===== config.mk =====
export PLATFORM = sky130hd
export DESIGN_NAME = lsu_mem_master_flat
export DESIGN_NICKNAME = d
export VERILOG_FILES = /design/src/rtl/lsu_pkg.sv /design/src/rtl/lsu_mem_master_if.sv /design/src/rtl/lsu_align.sv /design/src/rtl/lsu_mem_master.sv /design/src/flat_wrapper.sv
export SDC_FILE = /design/constraint.sdc
export NUM_CORES = 1
export LEC_CHECK = 0
export ABC_AREA = 1
export CORE_ASPECT_RATIO = 1.4
export CORE_MARGIN = 1
export CORE_UTILIZATION = 40
export DETAILED_ROUTE_END_ITERATION = 12
export GPL_TIMING_DRIVEN = 0
export PLACE_DENSITY_LB_ADDON = 0.2
export SLEW_MARGIN = 25
export SYNTH_ARGS = -nofsm -noshare
export SYNTH_HDL_FRONTEND = slang
export SYNTH_SLANG_ARGS = --single-unit

===== constraint.sdc =====
create_clock -name clk -period 5.47 [get_ports clk]
set_input_delay 0.8205 -clock clk [delete_from_list [all_inputs] [get_ports clk]]
set_output_delay 0.8205 -clock clk [all_outputs]
set_load 0.02 [all_outputs]

===== src/rtl/lsu_pkg.sv =====
// Shared definitions for the load/store initiator.
//   - RISC-V load/store funct3 encodings
//   - FSM state encoding (also exported on the debug port)
//   - Default data RAM and GPIO window base addresses
package lsu_pkg;

  localparam logic [2:0] F3_B  = 3'b000;
  localparam logic [2:0] F3_H  = 3'b001;
  localparam logic [2:0] F3_W  = 3'b010;
  localparam logic [2:0] F3_BU = 3'b100;
  localparam logic [2:0] F3_HU = 3'b101;

  // funct3[1:0] is the access size: 00 byte, 01 halfword, 10 word.
  localparam logic [1:0] SZ_B = 2'b00;
  localparam logic [1:0] SZ_H = 2'b01;
  localparam logic [1:0] SZ_W = 2'b10;

  localparam logic [31:0] LSU_DMEM_BASE = 32'h0200_0000;
  localparam logic [31:0] LSU_GPIO_BASE = 32'h0200_00F0;
  localparam int          LSU_GPIO_BYTES = 16;

  typedef enum logic [2:0] {
    ST_IDLE   = 3'd0,
    ST_RD     = 3'd1,
    ST_RMW_RD = 3'd2,
    ST_WR     = 3'd3,
    ST_RESP   = 3'd4
  } lsu_state_e;

endpackage


===== src/rtl/lsu_mem_master_if.sv =====
// Request/response and responder bus of the load/store initiator.
//   master modport : the initiator (lsu_mem_master)
//   slave modport  : the core-side requester plus data memory/GPIO responder
//
// Handshake: a request transfers on a rising edge where req_valid and
// req_ready are both 1; the requester holds req_* stable until then.
// req_ready is 1 only when no request is outstanding. The response is a
// single-cycle rsp_valid pulse with no backpressure; rsp_rdata/rsp_err are
// meaningful while rsp_valid is 1 and hold until the next response.
// mem_rd_data is a combinational function of mem_addr; a write happens on
// each rising edge where mem_wr_en is 1.
interface lsu_mem_master_if #(
  parameter int DATA_WIDTH = 32,
  parameter int ADDR_WIDTH = 32
);
  logic                  req_valid;
  logic                  req_ready;
  logic                  req_we;
  logic [2:0]            req_funct3;
  logic [ADDR_WIDTH-1:0] req_addr;
  logic [DATA_WIDTH-1:0] req_wdata;
  logic                  rsp_valid;
  logic [DATA_WIDTH-1:0] rsp_rdata;
  logic                  rsp_err;
  logic                  mem_wr_en;
  logic [ADDR_WIDTH-1:0] mem_addr;
  logic [DATA_WIDTH-1:0] mem_wr_data;
  logic [DATA_WIDTH-1:0] mem_rd_data;

  modport master (
    input  req_valid, req_we, req_funct3, req_addr, req_wdata, mem_rd_data,
    output req_ready, rsp_valid, rsp_rdata, rsp_err,
           mem_wr_en, mem_addr, mem_wr_data
  );

  modport slave (
    output req_valid, req_we, req_funct3, req_addr, req_wdata, mem_rd_data,
    input  req_ready, rsp_valid, rsp_rdata, rsp_err,
           mem_wr_en, mem_addr, mem_wr_data
  );
endinterface


===== src/rtl/lsu_align.sv =====
// Lane steering for 32-bit words.
//   funct3   : load/store funct3 of the current access
//   addr_lo  : byte offset within the word
//   rd_word  : word read from the responder (load path)
//   old_word : word sampled before a sub-word store
//   wdata    : right-aligned store data
//   ld_data  : extracted and sign/zero-extended load result
//   st_word  : word to write (old word with one lane replaced, or wdata)
module lsu_align
  import lsu_pkg::*;
(
  input  logic [2:0]  funct3,
  input  logic [1:0]  addr_lo,
  input  logic [31:0] rd_word,
  input  logic [31:0] old_word,
  input  logic [31:0] wdata,
  output logic [31:0] ld_data,
  output logic [31:0] st_word
);

  logic [7:0]  byte_sel;
  logic [15:0] half_sel;

  always_comb begin
    byte_sel = rd_word[{addr_lo, 3'b000} +: 8];
    half_sel = addr_lo[1] ? rd_word[31:16] : rd_word[15:0];

    ld_data = '0;
    case (funct3)
      F3_B:    ld_data = {{24{byte_sel[7]}}, byte_sel};
      F3_BU:   ld_data = {24'h0, byte_sel};
      F3_H:    ld_data = {{16{half_sel[15]}}, half_sel};
      F3_HU:   ld_data = {16'h0, half_sel};
      F3_W:    ld_data = rd_word;
      default: ld_data = '0;
    endcase

    st_word = old_word;
    case (funct3[1:0])
      SZ_B: st_word[{addr_lo, 3'b000} +: 8] = wdata[7:0];
      SZ_H: begin
        if (addr_lo[1]) st_word[31:16] = wdata[15:0];
        else            st_word[15:0]  = wdata[15:0];
      end
      default: st_word = wdata;
    endcase
  end

endmodule


===== src/rtl/lsu_mem_master.sv =====
// Load/store initiator between the execute stage and data memory/GPIO.
// Accepts one request at a time, decodes size/alignment/region at accept,
// performs loads in one memory cycle and sub-word stores as read-modify-write,
// then returns a one-cycle response.
//   clk, rst_n : clock and asynchronous active-low reset
//   bus        : request/response/responder signals (master modport)
//   dbg_state  : current FSM state
module lsu_mem_master
  import lsu_pkg::*;
#(
  parameter int                    DATA_WIDTH = 32,
  parameter int                    ADDR_WIDTH = 32,
  parameter int                    MEM_SIZE   = 512,
  parameter logic [ADDR_WIDTH-1:0] DMEM_BASE  = LSU_DMEM_BASE,
  parameter logic [ADDR_WIDTH-1:0] GPIO_BASE  = LSU_GPIO_BASE
) (
  input  logic                  clk,
  input  logic                  rst_n,
  lsu_mem_master_if.master      bus,
  output lsu_state_e            dbg_state
);

  localparam logic [ADDR_WIDTH-1:0] DMEM_END = DMEM_BASE + ADDR_WIDTH'(MEM_SIZE * 4);
  localparam logic [ADDR_WIDTH-1:0] GPIO_END = GPIO_BASE + ADDR_WIDTH'(LSU_GPIO_BYTES);

  lsu_state_e            state_q, state_d;
  logic [ADDR_WIDTH-1:0] addr_q, addr_d;
  logic                  we_q, we_d;
  logic [2:0]            f3_q, f3_d;
  logic [DATA_WIDTH-1:0] wdata_q, wdata_d;
  logic [DATA_WIDTH-1:0] old_q, old_d;
  logic [DATA_WIDTH-1:0] rdata_q, rdata_d;
  logic                  err_q, err_d;

  logic                  accept;
  logic [1:0]            req_size;
  logic                  f3_ok, misalign, in_gpio, in_dmem, dec_err;
  logic [DATA_WIDTH-1:0] ld_data, st_word;

  // Decode of the incoming request; only consumed on the accept edge.
  always_comb begin
    req_size = bus.req_funct3[1:0];
    f3_ok    = bus.req_we ? (bus.req_funct3 inside {F3_B, F3_H, F3_W})
                          : (bus.req_funct3 inside {F3_B, F3_H, F3_W, F3_BU, F3_HU});
    misalign = ((req_size == SZ_H) && bus.req_addr[0]) ||
               ((req_size == SZ_W) && (bus.req_addr[1:0] != 2'b00));
    in_gpio  = (bus.req_addr >= GPIO_BASE) && (bus.req_addr < GPIO_END);
    in_dmem  = (bus.req_addr >= DMEM_BASE) && (bus.req_addr < DMEM_END);
    // GPIO wins over the overlapping data RAM range and is word-only.
    dec_err  = !f3_ok || misalign || (in_gpio ? (req_size != SZ_W) : !in_dmem);
    accept   = bus.req_valid && (state_q == ST_IDLE);
  end

  lsu_align u_align (
    .funct3   (f3_q),
    .addr_lo  (addr_q[1:0]),
    .rd_word  (bus.mem_rd_data),
    .old_word (old_q),
    .wdata    (wdata_q),
    .ld_data  (ld_data),
    .st_word  (st_word)
  );

  // State and datapath registers.
  always_ff @(posedge clk or negedge rst_n) begin
    if (!rst_n) begin
      state_q <= ST_IDLE;
      addr_q  <= '0;
      we_q    <= 1'b0;
      f3_q    <= '0;
      wdata_q <= '0;
      old_q   <= '0;
      rdata_q <= '0;
      err_q   <= 1'b0;
    end else begin
      state_q <= state_d;
      addr_q  <= addr_d;
      we_q    <= we_d;
      f3_q    <= f3_d;
      wdata_q <= wdata_d;
      old_q   <= old_d;
      rdata_q <= rdata_d;
      err_q   <= err_d;
    end
  end

  // Next-state logic.
  always_comb begin
    state_d = state_q;
    case (state_q)
      ST_IDLE: begin
        if (accept) begin
          if (dec_err)                 state_d = ST_RESP;
          else if (!bus.req_we)        state_d = ST_RD;
          else if (req_size == SZ_W)   state_d = ST_WR;
          else                         state_d = ST_RMW_RD;
        end
      end
      ST_RD:     state_d = ST_RESP;
      ST_RMW_RD: state_d = ST_WR;
      ST_WR:     state_d = ST_RESP;
      ST_RESP:   state_d = ST_IDLE;
      default:   state_d = ST_IDLE;
    endcase
  end

  // Datapath updates. Response data/error are written only on the edge that
  // enters RESP, so they hold between responses.
  always_comb begin
    addr_d  = addr_q;
    we_d    = we_q;
    f3_d    = f3_q;
    wdata_d = wdata_q;
    old_d   = old_q;
    rdata_d = rdata_q;
    err_d   = err_q;
    case (state_q)
      ST_IDLE: begin
        if (accept) begin
          addr_d  = bus.req_addr;
          we_d    = bus.req_we;
          f3_d    = bus.req_funct3;
          wdata_d = bus.req_wdata;
          if (dec_err) begin
            rdata_d = '0;
            err_d   = 1'b1;
          end
        end
      end
      ST_RD: begin
        rdata_d = ld_data;
        err_d   = 1'b0;
      end
      ST_RMW_RD: old_d = bus.mem_rd_data;
      ST_WR: begin
        rdata_d = '0;
        err_d   = 1'b0;
      end
      default: ;
    endcase
  end

  // Outputs, decoded from the current state.
  always_comb begin
    bus.req_ready   = (state_q == ST_IDLE);
    bus.rsp_valid   = (state_q == ST_RESP);
    bus.rsp_rdata   = rdata_q;
    bus.rsp_err     = err_q;
    bus.mem_wr_en   = (state_q == ST_WR);
    bus.mem_addr    = {addr_q[ADDR_WIDTH-1:2], 2'b00};
    bus.mem_wr_data = (state_q == ST_WR) ? st_word : '0;
    dbg_state       = state_q;
  end

endmodule


===== src/flat_wrapper.sv =====
// flat-port wrapper written by rule: the top's interface ports become plain ports
module lsu_mem_master_flat import lsu_pkg::*;
#(
  parameter int                    DATA_WIDTH = 32,
  parameter int                    ADDR_WIDTH = 32,
  parameter int                    MEM_SIZE   = 512,
  parameter logic [ADDR_WIDTH-1:0] DMEM_BASE  = LSU_DMEM_BASE,
  parameter logic [ADDR_WIDTH-1:0] GPIO_BASE  = LSU_GPIO_BASE
)
  (clk, rst_n, dbg_state, bus_req_valid, bus_req_we, bus_req_funct3, bus_req_addr, bus_req_wdata, bus_mem_rd_data, bus_req_ready, bus_rsp_valid, bus_rsp_rdata, bus_rsp_err, bus_mem_wr_en, bus_mem_addr, bus_mem_wr_data);
  lsu_mem_master_if #(.DATA_WIDTH(DATA_WIDTH), .ADDR_WIDTH(ADDR_WIDTH)) bus_i ();
  input  logic clk;
  input  logic rst_n;
  output lsu_state_e dbg_state;
  input wire logic [$bits(bus_i.req_valid)-1:0] bus_req_valid;
  input wire logic [$bits(bus_i.req_we)-1:0] bus_req_we;
  input wire logic [$bits(bus_i.req_funct3)-1:0] bus_req_funct3;
  input wire logic [$bits(bus_i.req_addr)-1:0] bus_req_addr;
  input wire logic [$bits(bus_i.req_wdata)-1:0] bus_req_wdata;
  input wire logic [$bits(bus_i.mem_rd_data)-1:0] bus_mem_rd_data;
  output wire logic [$bits(bus_i.req_ready)-1:0] bus_req_ready;
  output wire logic [$bits(bus_i.rsp_valid)-1:0] bus_rsp_valid;
  output wire logic [$bits(bus_i.rsp_rdata)-1:0] bus_rsp_rdata;
  output wire logic [$bits(bus_i.rsp_err)-1:0] bus_rsp_err;
  output wire logic [$bits(bus_i.mem_wr_en)-1:0] bus_mem_wr_en;
  output wire logic [$bits(bus_i.mem_addr)-1:0] bus_mem_addr;
  output wire logic [$bits(bus_i.mem_wr_data)-1:0] bus_mem_wr_data;
  assign bus_i.req_valid = bus_req_valid;
  assign bus_i.req_we = bus_req_we;
  assign bus_i.req_funct3 = bus_req_funct3;
  assign bus_i.req_addr = bus_req_addr;
  assign bus_i.req_wdata = bus_req_wdata;
  assign bus_i.mem_rd_data = bus_mem_rd_data;
  assign bus_req_ready = bus_i.req_ready;
  assign bus_rsp_valid = bus_i.rsp_valid;
  assign bus_rsp_rdata = bus_i.rsp_rdata;
  assign bus_rsp_err = bus_i.rsp_err;
  assign bus_mem_wr_en = bus_i.mem_wr_en;
  assign bus_mem_addr = bus_i.mem_addr;
  assign bus_mem_wr_data = bus_i.mem_wr_data;
  lsu_mem_master #(.DATA_WIDTH(DATA_WIDTH), .ADDR_WIDTH(ADDR_WIDTH), .MEM_SIZE(MEM_SIZE), .DMEM_BASE(DMEM_BASE), .GPIO_BASE(GPIO_BASE)) u_core (.clk(clk), .rst_n(rst_n), .bus(bus_i), .dbg_state(dbg_state));
endmodule

==> metrics.yaml <==
grt:
  gr-total-overflow: 0
  antenna_found_initial: 1
  grt.total_usage: 0.261
  grt_pass1_wl_mm: 38.5
  grt_max_degree: 74
  grt_pass1_vias: 7062
timing:
  maxSlewViolCount: 0
  tns_ps: 0
  fin_crit_sh: 0.854
  rsz0062_at_grt: "false"
  relSlewSlack: 0.582
  setup_violations: 0
  timing.final.crit_period_ps: 4670
  finClkSkew_ps: 7.61
  worstMarginPinSlew_ps: 626
  max_freq_ghz: 0.214
  hold_viol: 0
pwr:
  combPwrFrac: 0.461
  clkPwrFrac: 0.238
  switching_share: 0.390
  p_sw_w: 0.00202
  seqPwrFrac: 0.301
  internal-power_w: 0.00316
  p_leak_nw: 4.94
  p_per_area_nw_per_um2: 492
  ir_drop_uv: 319
floorplanning:
  rows: 59
  core_area_um2: 18500
  die_w_um: 118
  pin_count: 206
  die-area_um2: 19400
  die_y_um: 164
  start_util: 0.406
clock_tree:
  cts_sinks: 135
  clk_latency_ps: 430
  h-tree-depth: 4
  cts_root_buf: "clkbuf_16"
  post_cts_resized: 0
  cts.clk_slew.worst_paths_ps: 60
  numCtsBuffers: 17
  hold_buffers: 0
  clk_path_buf_depth: 2
  postCtsSetupRepairBufs: 0
  cts_tree: "yes"
yosys:
  synth_cell_type_count: 38
  netlist_area_um2: 7530
  seq_area_frac_synth: 0.449
  async_flop_share: 1.00
  postSynthCellCount: 886
  ys.flop_type: "dfrtp_1"
  yosysWarnings: 0
  ys_seq_elements: 135
  avgSynthCellArea_um2: 8.50
  synth-edff-count: 0
routing:
  num_vias: 7037
  wl_mm: 24.6
  postRouteAntennaNets: 0
  firstDrtPassIters: 7
  viasPerCell: 5.15
  first_iter_violations: 610
  drt-wirelength-per-cell_um: 18.0
  drc_errors: 0
job:
  maxCapViolCount: 0
placement:
  place_congestion: 0.939
  io_buffers: 203
  dpl.hpwl_mm: 18.7
finish:
  drive_gt1_frac: 0.140
  utilization: 0.568
  layout_common_cells: "261 x nand2_1, 202 x clkdlybuf4s50_1, 135 x dfrtp_1"
  final_common_cell: "nand2_1"
  layout.nets: 1218
  diodes: 0
  nFillCells: 1736
  syn_to_final_growth_pct: 39.8
outcome:
  outcome: "finished, final reports clean"
worst_setup_path:
  startpoint_type: "flop"
  r2r_end: "u_core.bus.rsp_rdata[30]$_DFFE_PN0P_"
  cp-end-kind: "output pin"
  crit_buf_inv: 7
  required_ps: 4650
  worstReg2RegStart: "u_core.f3_q[0]$_DFFE_PN0P_"
  cp_slowest_stage_delay_ps: 680
  cpMaxStageDelayCell: "clkdlybuf4s50_1"
  cpMostUsedCell: "buf_2"
  cp_max_fo: 12
  arrival_ps: 3850
  worstPathCellList: "buf_4 -> inv_2 -> buf_2 -> buf_2 -> ha_1 -> inv_1 -> clkbuf_1 -> nand3_1 -> o22ai_1 -> nand2_1 -> a21oi_1 -> clkdlybuf4s50_1"
  path_class: "flop to output pin"
  rrSetupSlack_ps: 3590
  critPathTopFamily: "buffers and inverters"
  r2r_cells: 9
min_path:
  hp-class: "input pin to async pin"
-- metal layers --
metal  part of all wire  track usage
met5                  0            0
met2               0.50        0.446
met4              0.042        0.133
met1               0.39        0.306
met3              0.066       0.0639
-- sequential cells by signal, indices dropped and copies added, names as in the netlist --
register,count
u_core.bus.rsp_rdata,32
u_core.bus.rsp_err,1
u_core.addr_q,32
u_core.dbg_state,3
u_core.old_q,32
u_core.wdata_q,32
u_core.f3_q,3
-- area by class of cell --
class	count	area [um^2]	area share
Buffer	78	503	0.0478
Clock buffer	22	484	0.0460
Clock inverter	10	141	0.0134
Inverter	81	304	0.0289
Multi-Input combinational cell	593	3350	0.318
Sequential cell	135	3380	0.321
Tap cell	244	305	0.0290
Timing Repair Buffer	204	2060	0.196
-- per-stage QoR --
stage	setup WS [ps]	cell area [um^2]	hold WS, ps	power (W)	std cells
finish	800	10500	344	0.00518	1367
CTS	883	10500	356	0.00518	1367
floorplan	2340	7530	453	0.00311	887
detailed placement	1340	9900	461	0.00394	1335
global placement	-1940	9870	457	0.00392	1334
global route	633	10500	371	0.00548	1367
-- worst max-delay path by stage --
| stage | from | endpoint | slack, ps | cells after the start |
|---|---|---|---|---|
| floorplan | u_core.addr_q[1]$_DFFE_PN0P_ | bus_mem_wr_data[22] | 2340 | 11 |
| global placement | rst_n | u_core.addr_q[17]$_DFFE_PN0P_ | -1940 | 1 |
| detailed placement | u_core.addr_q[1]$_DFFE_PN0P_ | bus_mem_wr_data[10] | 1340 | 12 |
| CTS | u_core.addr_q[1]$_DFFE_PN0P_ | bus_mem_wr_data[12] | 880 | 12 |
| global route | u_core.addr_q[1]$_DFFE_PN0P_ | bus_mem_wr_data[10] | 630 | 12 |
| finish | u_core.addr_q[1]$_DFFE_PN0P_ | bus_mem_wr_data[10] | 800 | 12 |
-- cell usage after synthesis, types with 2 or more instances --
| library cell | instances | area, um^2 |
|---|---|---|
| nand4_1 | 3 | 18.8 |
| buf_2 | 12 | 60.1 |
| o22ai_1 | 16 | 100 |
| inv_2 | 5 | 18.8 |
| a22oi_1 | 7 | 52.6 |
| nor3_1 | 5 | 25.0 |
| a41oi_1 | 8 | 70.1 |
| dfrtp_1 | 135 | 3380 |
| o211ai_1 | 14 | 105 |
| nand2_1 | 261 | 980 |
| buf_4 | 36 | 270 |
| ha_1 | 5 | 62.6 |
| o221ai_1 | 14 | 123 |
| clkbuf_1 | 20 | 75.1 |
| inv_1 | 75 | 282 |
| buf_6 | 8 | 90.1 |
| nand3_1 | 21 | 105 |
| nor2_2 | 2 | 12.5 |
| o21ai_0 | 93 | 465 |
| buf_1 | 2 | 7.51 |
| nand2_2 | 3 | 18.8 |
| a31oi_1 | 10 | 62.6 |
| a21oi_1 | 34 | 170 |
| a211oi_1 | 2 | 15.0 |
| o21ai_1 | 5 | 25.0 |
| mux2_2 | 14 | 158 |
| nor2_1 | 26 | 97.6 |
| nor2_4 | 3 | 33.8 |
| mux2_4 | 38 | 571 |
-- cell families after synthesis --
logic type,share of synthesized area
compound gates,0.163
fa+ha+maj,0.00831
buf+inv,0.107
flops,0.449
mux,0.0967
other cells,0.000498
simple gates,0.175
-- power groups by stage --
stage	Combinational [W]	Sequential [W]	Clock, W
finish	0.00239	0.00156	0.00123
global route	0.00259	0.00159	0.00129
CTS	0.00238	0.00155	0.00124
detailed placement	0.00237	0.00157	0
global placement	0.00236	0.00156	0
floorplan	0.00164	0.00147	0
Note: power is estimated with default switching activity, not from simulation.
